**src/rtl/nn_pkg.sv**
```systemverilog
// Shared NN datapath definitions: signed saturation limits, the clamp helper, and pooling row-parity states.
package nn_pkg;

   localparam int SatW = 64;

   typedef logic signed [SatW-1:0] wide_t;

   typedef enum logic {
      ROW_EVEN = 1'b0,
      ROW_ODD  = 1'b1
   } row_state_t;

   function automatic wide_t sat_max(input int n);
      return (wide_t'(1) <<< (n - 1)) - wide_t'(1);
   endfunction

   function automatic wide_t sat_min(input int n);
      return -sat_max(n) - wide_t'(1);
   endfunction

   // Clamp a sign-extended value into the signed n-bit range.
   function automatic wide_t sat_to_n(input wide_t v, input int n);
      if (v > sat_max(n)) return sat_max(n);
      if (v < sat_min(n)) return sat_min(n);
      return v;
   endfunction

endpackage

```
**src/rtl/pool_line_buffer.sv**
```systemverilog
// One row of horizontal pair maxima for 2x2 pooling: written on even rows, read combinationally on odd rows.
module pool_line_buffer #(
   parameter int Width = 16,
   parameter int Depth = 13,
   parameter int AddrW = 4
) (
   input  logic             clk,
   input  logic             we,
   input  logic [AddrW-1:0] waddr,
   input  logic [Width-1:0] wdata,
   input  logic [AddrW-1:0] raddr,
   output logic [Width-1:0] rdata
);

   logic [Width-1:0] mem [Depth];

   always_ff @(posedge clk) begin
      if (we) mem[waddr] <= wdata;
   end

   assign rdata = mem[raddr];

endmodule

```
**src/rtl/requant_maxpool.sv**
```systemverilog
// Requantize (shift + saturate) raster-order convolution results and 2x2/stride-2 max-pool them, latency 1.
// Defining MAXPOOL_RELU_EN clamps negative requantized values to zero before pooling.
module requant_maxpool #(
   parameter logic [13:0] MaxRowSize = 14'd26,
   parameter int          N          = 16
) (
   input  logic                  clk_i,
   input  logic                  rst_i,
   input  logic                  en_i,
   input  logic signed [2*N-1:0] data_i,
   input  logic                  valid_i,
   input  logic                  end_i,
   input  logic [4:0]            shift_i,
   input  logic [13:0]           row_size_i,
   output logic signed [N-1:0]   data_o,
   output logic                  valid_o,
   output logic                  end_o
);
   import nn_pkg::*;

   localparam int Depth = int'(MaxRowSize) / 2;
   localparam int AddrW = (Depth > 1) ? $clog2(Depth) : 1;

   row_state_t          state;
   logic [13:0]         col;
   logic signed [N-1:0] hold_r;

   logic signed [2*N-1:0] shifted;
   wide_t                 q_wide;
   logic signed [N-1:0]   q;
   logic                  unused_q_hi;
   logic signed [N-1:0]   pair_max;
   logic signed [N-1:0]   pool_max;
   logic signed [N-1:0]   lb_rdata;
   logic                  odd_col;
   logic                  last_col;
   logic                  lb_we;
   logic [AddrW-1:0]      lb_addr;

   assign shifted     = data_i >>> shift_i;
   assign q_wide      = sat_to_n(wide_t'(shifted), N);
   assign unused_q_hi = ^q_wide[SatW-1:N];

`ifdef MAXPOOL_RELU_EN
   assign q = q_wide[N-1] ? '0 : q_wide[N-1:0];
`else
   assign q = q_wide[N-1:0];
`endif

   assign pair_max = (hold_r > q) ? hold_r : q;
   assign pool_max = (lb_rdata > pair_max) ? lb_rdata : pair_max;

   assign odd_col  = col[0];
   assign last_col = (col == row_size_i - 14'd1);
   assign lb_addr  = col[AddrW:1];
   assign lb_we    = en_i && valid_i && (state == ROW_EVEN) && odd_col;

   pool_line_buffer #(
      .Width(N),
      .Depth(Depth),
      .AddrW(AddrW)
   ) u_line_buffer (
      .clk  (clk_i),
      .we   (lb_we),
      .waddr(lb_addr),
      .wdata(pair_max),
      .raddr(lb_addr),
      .rdata(lb_rdata)
   );

   // Even rows only fill the line buffer; odd rows complete a window on each odd column.
   always_ff @(posedge clk_i or posedge rst_i) begin
      if (rst_i) begin
         state   <= ROW_EVEN;
         col     <= '0;
         hold_r  <= '0;
         data_o  <= '0;
         valid_o <= 1'b0;
         end_o   <= 1'b0;
      end else if (en_i) begin
         valid_o <= 1'b0;
         end_o   <= 1'b0;
         if (end_i) begin
            end_o  <= 1'b1;
            state  <= ROW_EVEN;
            col    <= '0;
            hold_r <= '0;
         end else if (valid_i) begin
            if (!odd_col) begin
               hold_r <= q;
            end else if (state == ROW_ODD) begin
               data_o  <= pool_max;
               valid_o <= 1'b1;
            end
            if (last_col) begin
               col   <= '0;
               state <= (state == ROW_EVEN) ? ROW_ODD : ROW_EVEN;
            end else begin
               col <= col + 14'd1;
            end
         end
      end else begin
         valid_o <= 1'b0;
         end_o   <= 1'b0;
      end
   end

endmodule

```
**config.mk**
```make
export PLATFORM = sky130hd
export DESIGN_NAME = requant_maxpool
export DESIGN_NICKNAME = d
export VERILOG_FILES = /design/src/rtl/nn_pkg.sv /design/src/rtl/pool_line_buffer.sv /design/src/rtl/requant_maxpool.sv
export SDC_FILE = /design/constraint.sdc
export NUM_CORES = 1
export LEC_CHECK = 0
export ABC_CLOCK_PERIOD_IN_PS = 5300
export BUFFER_PORTS_ARGS = -buffer_cell sky130_fd_sc_hd__buf_2
export CAP_MARGIN = 10
export CELL_PAD_IN_SITES_DETAIL_PLACEMENT = 0
export CELL_PAD_IN_SITES_GLOBAL_PLACEMENT = 2
export CORE_MARGIN = 5
export CORE_UTILIZATION = 44
export CTS_BUF_LIST = sky130_fd_sc_hd__clkbuf_4
export CTS_CLUSTER_DIAMETER = 150
export DETAILED_ROUTE_END_ITERATION = 10
export GPL_ROUTABILITY_DRIVEN = 1
export PLACE_DENSITY = 0.92
export SYNTH_ARGS = -nofsm -noshare
export SYNTH_HDL_FRONTEND = slang
export SYNTH_SLANG_ARGS = --single-unit
```
**constraint.sdc**
```tcl
create_clock -name clk_i -period 5.3 [get_ports clk_i]
set_input_delay 1.06 -clock clk_i [delete_from_list [all_inputs] [get_ports clk_i]]
set_output_delay 1.06 -clock clk_i [all_outputs]
set_load 0.05 [all_outputs]
```
Word level (Yosys, flattened, before mapping)
Memories as Yosys holds them, arrays and structs flattened.
Cells that the tools add are included.
{"block": "op_classes", "n_addsub": 2, "order_cmp": 4, "eq_ne": 2, "n_shift": 1, "mux": 28, "n_bitwise": 2, "reduce_logical": 9}
{"op": "$mux 16", "count": 9}
{"op": "$mux 14", "count": 3}
{"op": "$gt 16x16->1", "count": 2}
{"op": "$gt 32x16->1 const B", "count": 1}
{"op": "$lt 32x16->1 const B", "count": 1}
{"op": "$sshr 32x5->32", "count": 1}
{"op": "$mux 1", "count": 16}
{"op": "$add 14x1->14 const B", "count": 1}
{"op": "$eq 14x14->1", "count": 1}
{"op": "$sub 14x1->14 const B", "count": 1}
{"op": "$reduce_and 3->1", "count": 2}
{"op": "$reduce_and 5->1", "count": 1}
{"op": "$reduce_bool 2->1", "count": 2}
{"op": "$logic_and 1x1->1", "count": 3}
{"op": "$ne 2x2->1 const B", "count": 1}
{"op": "$not 1->1", "count": 2}
{"op": "$reduce_and 2->1", "count": 1}
{"block": "totals", "regBits": 49, "ram_bits": 208, "output_inout_bits": 18, "memories": 1}
{"name": "u_line_buffer.mem", "depth": 13, "width": 16, "read_ports": 1, "rd_ports_with_merged_regs": 0, "wr": 1, "line_no": "pool_line_buffer.sv:15", "text": "logic [Width-1:0] mem [Depth];"}

Depth between registers and ports, before layout
{"block": "depth", "depth_word": 10, "mapped_depth": 35}

Modules after synthesis
From an unflattened synthesis, not the netlist that was laid out.
{"block": "unflattened", "cells_unflattened": 1141, "hier_area_um2": 14600.3}
{"module": "pool_line_buffer", "n_inst": 1, "cells_each": 345, "area_per_inst_um2": 8010.2, "seq_area_each_um2": 6246.0}
{"module": "requant_maxpool", "n_inst": 1, "cells_each": 796, "area_per_inst_um2": 6590.1, "seq_area_each_um2": 1226.2}

Worst setup path before layout
No wires, ideal clock.
{"block": "synth_path", "kind": "input-to-reg", "startpoint": "input port shift_i[2]", "endpoint": "register data_o[0]", "setup_time_ps": 137, "t_arrival_ps": 7204, "path_slack_ps": -2042, "path_stages": 29, "path_cell_list": "clkbuf_1 > buf_2 > buf_2 > buf_1 > mux4_2 > mux2_2 > o21ai_0 > nand3_1 > o211ai_2 > ha_1 > a21oi_1 > nor2b_1 > o21ai_0 > a21oi_1 > or4_1 > and2_1 > clkbuf_1 > clkbuf_1 > o21a_1 > ha_1 > a21o_1 > a21o_1 > a2111oi_0 > or3_1 > a31o_2 > and3_1 > clkbuf_1 > clkbuf_1 > a2bb2oi_1"}
{"block": "synth_via", "elab_chain_cells": 10, "word_cells_on_any_way": 13, "cone_classes": "4 x order compare; 1 x shift; 8 x mux"}
{"element": "start: declaration", "line_no": "requant_maxpool.sv:13", "text": "input logic [4:0] shift_i,"}
{"element": "$sshr 32x5->32 (*)", "line_no": "requant_maxpool.sv:40", "text": "assign shifted = data_i >>> shift_i;"}
{"element": "$lt 32x16->1", "line_no": "nn_pkg.sv:24", "text": "if (v < sat_min(n)) return sat_min(n);"}
{"element": "$mux 1 (2 in series)", "line_no": "nn_pkg.sv:24"}
{"element": "$mux 16", "line_no": "nn_pkg.sv:25", "text": "return v;"}
{"element": "$mux 16 (*)", "line_no": "nn_pkg.sv:24"}
{"element": "$gt 16x16->1", "line_no": "requant_maxpool.sv:50", "text": "assign pair_max = (hold_r > q) ? hold_r : q;"}
{"element": "$mux 16 (*)", "line_no": "requant_maxpool.sv:50"}
{"element": "$gt 16x16->1", "line_no": "requant_maxpool.sv:51", "text": "assign pool_max = (lb_rdata > pair_max) ? lb_rdata : pair_max;"}
{"element": "$mux 16 (*)", "line_no": "requant_maxpool.sv:51"}
{"element": "end signal: assignment", "line_no": "requant_maxpool.sv:92", "text": "data_o <= pool_max;"}
{"element": "end: declaration", "line_no": "requant_maxpool.sv:15", "text": "output logic signed [N-1:0] data_o,"}
Every way passes the cells marked *; elsewhere a longest branch is shown, timed or not. The select of a mux whose other input is x is not followed.
A chain may end at the register's enable or synchronous reset.

Worst setup path after layout
{"block": "layout_path", "startpoint": "input port shift_i[2]", "endpoint": "register data_o[12]"}
Same word-level chain as after synthesis.

==> impl_metrics.toml <==
[global_routing]
grt-ovfl-total = 0
antenna_found_initial = 1
grt_pass1_wl_um = 64000
grt_pass1_vias = 11381
grtUsageTotal_pct = 22.6
grt_max_degree = 50

[timing]
setup_violations = 16
fin_skew_ps = 50.1
finalCritPeriodShare_pct = 116
rsz0062_at_grt = "yes"
fin_crit_ps = 6140
fin_tns_setup_ps = -12640
hold_viol = 0
fmax_mhz = 163
holdWs_ps = 311
slew_violations = 0
setup_ws_ps = -835
maxSlewHeadroom_pct = 30.4
worst_pin_slew_ps = 1040

[yosys]
yosysTopAreaCellShare_pct = 43.3
netlist_area_mm2 = 0.0144
synth_top_area_cell = "edfxtp_1"
yosysSeqAreaShare_pct = 51.8
ys_async_sr_fraction_pct = 19.1
ys_warn_count = 0
synth_flop_cell = "edfxtp_1"
synth_edf_count = 208
synthCells = 1107
syn-num-nets = 1197
ys_types = 76
synth-seq-cells = 257
ys_top_cells_by_area = "edfxtp_1 43%, mux4_2 15%, dfrtp_1 8.5%"
postSynthAreaPerCell_um2 = 13.0

[worst_setup_path]
critical_path.endpoint_type = "flip-flop"
crit_type = "in -> reg"
cp-start-kind = "input pin"
crit_required_ps = 5820
worstPathArrival_ps = 6650
cp_max_fo = 8

[power]
vdd_drop_max_v = 0.000254
leakagePower_uw = 0.00707
p_per_area_mw_per_mm2 = 318
power.total_uw = 5920

[cts]
h-tree-depth = 3
cts_tree = "done"
cts_buffer_depth = 3
clk_latency_ps = 680
clk_pin_slew_ps = 70
clkSinkCount = 257
clock-root-buffer = "clkbuf_4"
cts_buffers = 67
ctsHoldBuffers = 0

[die]
core-area_mm2 = 0.0325
die_h_um = 191
io_pins = 74
initial_core_util_pct = 44.4
die_x_um = 191
dieArea_mm2 = 0.0365
num_rows = 66

[finish]
area_growth_pct = 29.3
nNetsFinal = 1520
layout_commonest_cell = "buf_4"
final_cells = 1921
drive_gt1_share_pct = 43.5
fillers = 2651
final_cell_mix = "235 x buf_4, 208 x edfxtp_1, 96 x mux4_2"

[run_status]
status = "complete, but fails checks"
violations = "negative setup slack"

[placed_design]
place_congestion = 0.926
dp_hpwl_um = 28400
dpl.cell_count = 1773
pre_cts_slack_ps = -1890
port-buffer-count = 73

[hold_path]
hp-class = "in -> async"

[run]
timing.max_cap.violations = 0

[drt]
drc = 0
vias = 11192
wl_per_cell_um = 21.5
dr.pass1.iters = 7
drt_iter0_drc = 996
totalWireLength_um = 41400
viasPerCell = 5.83
final_antenna_net_count = 0
[state kept, by name, summed over array words and instances (netlist names)]
register / flops
col: 14
end_o: 1
hold_r: 16
state: 1
data_o: 16
u_line_buffer.mem: 208
valid_o: 1
[area by class of cell]
cell class / count / area, um^2 / area share [%]
clock inverters: 26 / 201 / 1.08
diodes: 1 / 2.50 / 0.0134
repair buffers: 328 / 2520 / 13.5
clock buffers: 91 / 683 / 3.66
inverters: 32 / 120 / 0.644
multi-input cells: 744 / 7080 / 38.0
flip-flops and latches: 257 / 7480 / 40.1
well taps: 442 / 553 / 2.97
[path summary, 6_finish.rpt]
kind,depth (start not counted),slack (ps),start,to
max in group asynchronous,3,4480,rst_i,col[2]$_DFFE_PP0P_
worst min register to register,2,520,hold_r[0]$_DFFE_PP0P_,hold_r[0]$_DFFE_PP0P_
min in group clk_i,2,520,hold_r[0]$_DFFE_PP0P_,hold_r[0]$_DFFE_PP0P_
worst max-delay path,24,-840,shift_i[2],data_o[12]$_DFFE_PP0P_
worst max register to register,11,950,col[1]$_DFFE_PP0P_,data_o[12]$_DFFE_PP0P_
worst min-delay path,2,310,rst_i,end_o$_DFF_PP0_
[critical path, cell delays in order]
cell and delay (ps):
buf_2 190, buf_4 190, nand2b_1 180, o211a_4 330, a2111oi_4 370, nand3_2 150
o31ai_4 350, buf_12 160, or3b_4 390, ha_4 230, a211o_1 250, or4_4 580
and2_4 190, o21a_1 220, ha_4 270, nand4_1 120, o21ai_1 140, a21oi_1 50
or4_1 420, a31o_4 310, buf_12 160, o21ai_2 130, a31oi_1 60, a2bb2oi_1 140
[cells in the mapped netlist (all sizes together) (17+ instances only)]
master / count
mux4: 96
o211ai: 17
a21oi: 24
buf: 32
dfrtp: 49
inv: 31
o21a: 19
nor2: 63
ha: 34
clkbuf: 45
mux2i: 36
edfxtp: 208
o21ai: 79
nand2: 90
nor2b: 25
a31oi: 20
[cells by family after synthesis]
family / synth area share (%)
buffers and inverters: 3.32
DFF: 51.8
and+or+nand+nor: 9.84
AOI/OAI and AO/OA: 12.0
adders and majority gates: 2.95
xor gates and xnor gates: 1.46
muxes: 18.6
[routing by layer]
| layer | share of wire (%) | global-route usage (%) | vias up |
|---|---|---|---|
| met2 | 51 | 39.6 | 429 |
| li1 | - | - | 5075 |
| met5 | 0 | 0 | - |
| met3 | 5.3 | 3.40 | 107 |
| met4 | 3.4 | 7.93 | 0 |
| met1 | 40 | 28.7 | 5581 |
[report_power, final]
group          leakage [uW]  switching (uW)  internal (uW)
logic               0.00400             873            831
registers           0.00255            82.4           2360
clock network      0.000520             824            955
[repair_timing]
item                                    4_1_cts  5_1_grt
pin swaps                                    35       16
endpoints found under the setup margin       29       16
gates resized for setup                      83       44
buffers inserted                             16        9
cloned                                        6        0
[per-stage QoR]
| stage | area, um^2 | utilization, % |
|---|---|---|
| 2_1_floorplan | 14600 | - |
| 3_3_place_gp | 16900 | 52.0 |
| 3_5_place_dp | 16900 | 52.0 |
| 4_1_cts | 18300 | 56.4 |
| 5_1_grt | 18600 | 57.4 |
| 6_report | 18600 | 57.4 |
Power figures use the tool's default switching activity.
